### config.mk
export PLATFORM = sky130hd
export DESIGN_NAME = dec_counter
export DESIGN_NICKNAME = d
export VERILOG_FILES = /design/src/rtl/dec_counter.sv
export SDC_FILE = /design/constraint.sdc
export NUM_CORES = 1
export LEC_CHECK = 0
export ABC_CLOCK_PERIOD_IN_PS = 1500
export CORE_AREA = 4 4 41 43
export DETAILED_ROUTE_END_ITERATION = 10
export DIE_AREA = 0 0 45 47
export DONT_BUFFER_PORTS = 1
export PLACE_DENSITY = 0.45
export RECOVER_POWER = 50
export SLEW_MARGIN = 20
export SYNTH_ARGS = -nofsm -noshare
export SYNTH_HDL_FRONTEND = slang
export SYNTH_SLANG_ARGS = --single-unit
### constraint.sdc
create_clock -name clk -period 1.5 [get_ports clk]
set_input_delay 0.3 -clock clk [delete_from_list [all_inputs] [get_ports clk]]
set_output_delay 0.3 -clock clk [all_outputs]
set_load 0.1 [all_outputs]
### src/rtl/dec_counter.sv
// Single-digit modulo-MODULUS up/down counter with clamped preload and wrap carry.
// Define DEC_COUNTER_CARRY_REG_EN to register o_carry so it aligns with the wrapped value.
module dec_counter #(
  parameter int MODULUS = 10
) (
  input  logic       clk,
  input  logic       rst,
  input  logic [3:0] i_init,
  input  logic       i_init_vld,
  input  logic       i_enable,
  input  logic       i_count_down,
  output logic [3:0] o_value,
  output logic       o_carry
);

  localparam logic [3:0] MaxVal = 4'(MODULUS - 1);

  logic [3:0] value_q, value_d;
  logic       wrap;

  // A wrap is an enabled step that rolls over the digit boundary in the current direction.
  assign wrap = i_enable & ~i_init_vld & ~rst &
                (i_count_down ? (value_q == 4'd0) : (value_q == MaxVal));

  always_comb begin
    value_d = value_q;
    if (i_init_vld) begin
      value_d = (i_init > MaxVal) ? MaxVal : i_init;
    end else if (i_enable) begin
      if (i_count_down) begin
        value_d = (value_q == 4'd0) ? MaxVal : value_q - 4'd1;
      end else begin
        value_d = (value_q == MaxVal) ? 4'd0 : value_q + 4'd1;
      end
    end
  end

  always_ff @(posedge clk) begin
    if (rst) begin
      value_q <= 4'd0;
    end else begin
      value_q <= value_d;
    end
  end

  assign o_value = value_q;

`ifdef DEC_COUNTER_CARRY_REG_EN
  logic carry_q, carry_d;

  assign carry_d = wrap;

  always_ff @(posedge clk) begin
    if (rst) begin
      carry_q <= 1'b0;
    end else begin
      carry_q <= carry_d;
    end
  end

  assign o_carry = carry_q;
`else
  // Combinational carry lets the next digit step on the same edge as this digit wraps.
  assign o_carry = wrap;
`endif

endmodule

==> summary.txt <==
Synthesis
  • Top FF cell, synth: dfxtp_1
  • Synth area leader: dfxtp_1
  • FFs w/ async S/R, synth: 0
  • Post-synthesis mux area share: 0.02952
  • Synth top area cells: dfxtp_1 (24%), and2b_4 (5.9%), o21ai_0 (5.9%)
  • Synth top cells by count: dfxtp_1 (4), nor2_1 (4), o21ai_0 (4), inv_1 (3), nand2b_1 (3)
  • Gate Count Post-Synth: 44
  • Syn Area/Cell: 7.706 um^2
  • Post-synth EDFFs: 0
  • Ys Warns: 0
  • Simple-Gate Fraction of Synth Area: 0.3063
  • #FFs+latches synth: 4
  • Post-synthesis cell type count: 26
  • Xor and xnor area share after synthesis: 0.02583
  • Post-Syn Nets: 53
  • Post-synthesis adder-cell area fraction: 0
  • Post-synthesis compound-gate area fraction: 0.3542
  • Sequential share of the synthesized area: 0.2362
  • Syn Std Cell Area: 339.1 um^2
  • Yosys top cell area share: 0.2362
  • Largest family of logic cells by synthesized area: compound AO/OA/AOI/OAI gates

Worst hold path
  • Hold endpoint: o_value[1]
  • Hold_sp: rst
  • Hold crit path type: in2reg
  • Worst hold stages: 1

Timing
  • Final setup margin: -0.1511 ns
  • Slew headroom: 0.8279
  • Max Clock Skew: 0.002096 ns
  • Final setup viols: 1
  • Final Hold Viols: 0
  • Tmin final: 1.651 ns
  • Worst-margin pin slew: 0.2563 ns
  • Achievable Freq: 0.6057 GHz
  • Final period utilization: 1.101
  • Max-slew violation count: 0
  • RSZ-0062 raised after global routing: yes

Placed design
  • Final estimated routing congestion in global placement: 0.7558
  • DP Area: 431.7 um^2
  • Placed Cells: 63
  • Dpl ws: 0.08805 ns
  • IO Port Bufs: 0

Detailed routing
  • Drt first pass iters: 2
  • DR vias: 360
  • Residual DRC: 0
  • Vias/cell: 5.455
  • 1st-iter DRT viols: 1
  • Final WL: 920 um
  • Routed WL per cell: 13.94 um
  • Post-DRT Antenna Nets: 0

Setup path
  • Arrival time of the worst setup path: 1.35 ns
  • R2R depth: 4
  • Reg-to-Reg End: o_value[2]
  • CP Depth: 4
  • Cell family with most CP delay: simple AND/OR/NAND/NOR gates
  • Crit path launch type: flop
  • Crit Path Max Fanout: 6
  • Largest stage delay, worst path: 0.36 ns
  • Required @ worst endpoint: 1.20 ns
  • Setup crit end kind: output pin
  • WS Path Type: reg2out
  • R2R Setup Slk: 0.27 ns
  • Critical path cell sequence: and2b_4 > mux2i_4 > nor4_4 > buf_12
  • R2R Path Start: o_value[1]
  • Critical-path top delay cell: dfxtp_4
  • Worst path buffer plus inverter count: 1

CTS
  • Worst-Skew Late Latency: 0.23 ns
  • CTS sink cnt: 4
  • Root Driver: clkbuf_4
  • H-tree Lvls: 1
  • Clk slew on worst S/H paths: 0.04 ns
  • Clock buffer count from CTS: 3
  • TritonCTS clock tree: yes
  • Max clock buf depth: 2

Layout
  • Cell Count, Final, Fillers Out: 66
  • Final Instance Area: 462.9 um^2
  • Max reg flops: 4
  • Layout cell share with drive strength beyond 1: 0.3529
  • Fillers: 153
  • Nets: 62
  • Area grow syn2layout: 36.53%
  • N_diodes: 0

Pwr
  • PwrDens: 912.7 mW/mm^2
  • VDD IR-drop max: 0.0005663 V
  • Static leakage: 0.1548 nW

Floorplanning
  • Die height: 47 um
  • Area of the core: 0.001301 mm^2
  • Starting Density: 0.2606
  • Die ar.: 0.002115 mm^2
  • Horiz. Die Dim: 45 um
  • Rows: 13
  • IO Pins: 14

GRT
  • First-pass GRT wire length: 1449 um
  • Initial antenna violation count: 0
  • Total Routing Usage GR: 0.09787
  • Largest net degree at the start of global routing: 11
  • Total gr overflow: 0
  • Vias in the first global route: 368

Job
  • Max cap viols: 0

Status
  • Failing checks: negative setup slack
  • Status: complete, but fails checks
-- kinds of logic (layout without fill, tap and decap cells) --
family / Yosys count / after routing
AND/OR/NAND/NOR: 18 / 18
XOR/XNOR: 1 / 1
AO/OA/AOI/OAI: 16 / 16
multiplexers: 1 / 1
flip-flops: 4 / 4
buffers and inverters: 4 / 11
-- metal layers --
layer	GRT usage	vias up	share of wire
met5	0	-	0
li1	-	181	-
met1	0.09751	160	0.42
met4	0.07018	0	0.025
met2	0.1469	15	0.43
met3	0.06513	4	0.13
-- where the power goes --
part / switching, mW / leakage [nW] / internal (mW)
registers: 0.0209 / 0.0350 / 0.117
logic: 0.104 / 0.106 / 0.0501
clock network: 0.0406 / 0.0138 / 0.0893
-- how the worst max path moves through the flow --
| stage | start | to | slack [ns] |
|---|---|---|---|
| 6_report | o_value[0] | o_carry | -0.15 |
| 3_5_place_dp | o_value[0] | o_carry | 0.09 |
| 3_3_place_gp | o_value[0] | o_carry | 0.11 |
| 2_1_floorplan | o_value[0] | o_carry | -0.64 |
| 4_1_cts | o_value[0] | o_carry | -0.16 |
| 5_1_grt | o_value[0] | o_carry | -0.22 |
-- metrics by stage --
| step | hold WS (ns) | power [mW] | setup TNS (ns) | utilization |
|---|---|---|---|---|
| finish | 0.1215 | 0.4225 | -0.1511 | 0.3558 |
| floorplan | 0.3588 | 0.2634 | -0.6422 | - |
| detailed placement | 0.3607 | 0.2886 | 0 | 0.3317 |
| global route | 0.1083 | 0.4470 | -0.2162 | 0.3558 |
| global placement | 0.3610 | 0.2875 | 0 | 0.3317 |
| CTS | 0.1130 | 0.4282 | -0.1593 | 0.3558 |
-- what timing repair did --
action | 4_1_cts | 5_1_grt
endpoints found under the setup margin | 1 | 1
setup buffers | 0 | 0
resized for setup | 1 | 0
pin swaps | 0 | 0
hold endpoints to repair | 0 | 0
hold buffers | 0 | 0
-- final cells by class --
cell class	instances	area, um^2	share of cell area
inverter	3	11.26	0.02432
timing repair buffer	5	50.05	0.1081
multi-input combinational	36	270.3	0.5838
clock buffer	3	22.52	0.04865
tap	15	18.77	0.04054
sequential	4	90.09	0.1946
-- cell usage in the layout (no fill, tap or decap), drive strengths merged --
cell,netlist,final
buf,1,5
a211o,1,1
dfxtp,4,4
inv,3,3
o21ai,5,5
nor3b,1,1
and2,1,1
clkbuf,0,3
a311oi,2,2
and2b,2,2
a21boi,1,1
nor2,4,4
nor2b,1,1
o31ai,1,1
xor2,1,1
nand3,2,2
nand2,2,2
nand2b,3,3
o2bb2ai,1,1
nor4,1,1
a21oi,2,2
nand4,1,1
o211ai,1,1
a221oi,1,1
mux2i,1,1
o221ai,1,1
Note: power is estimated with default switching activity, not from simulation.
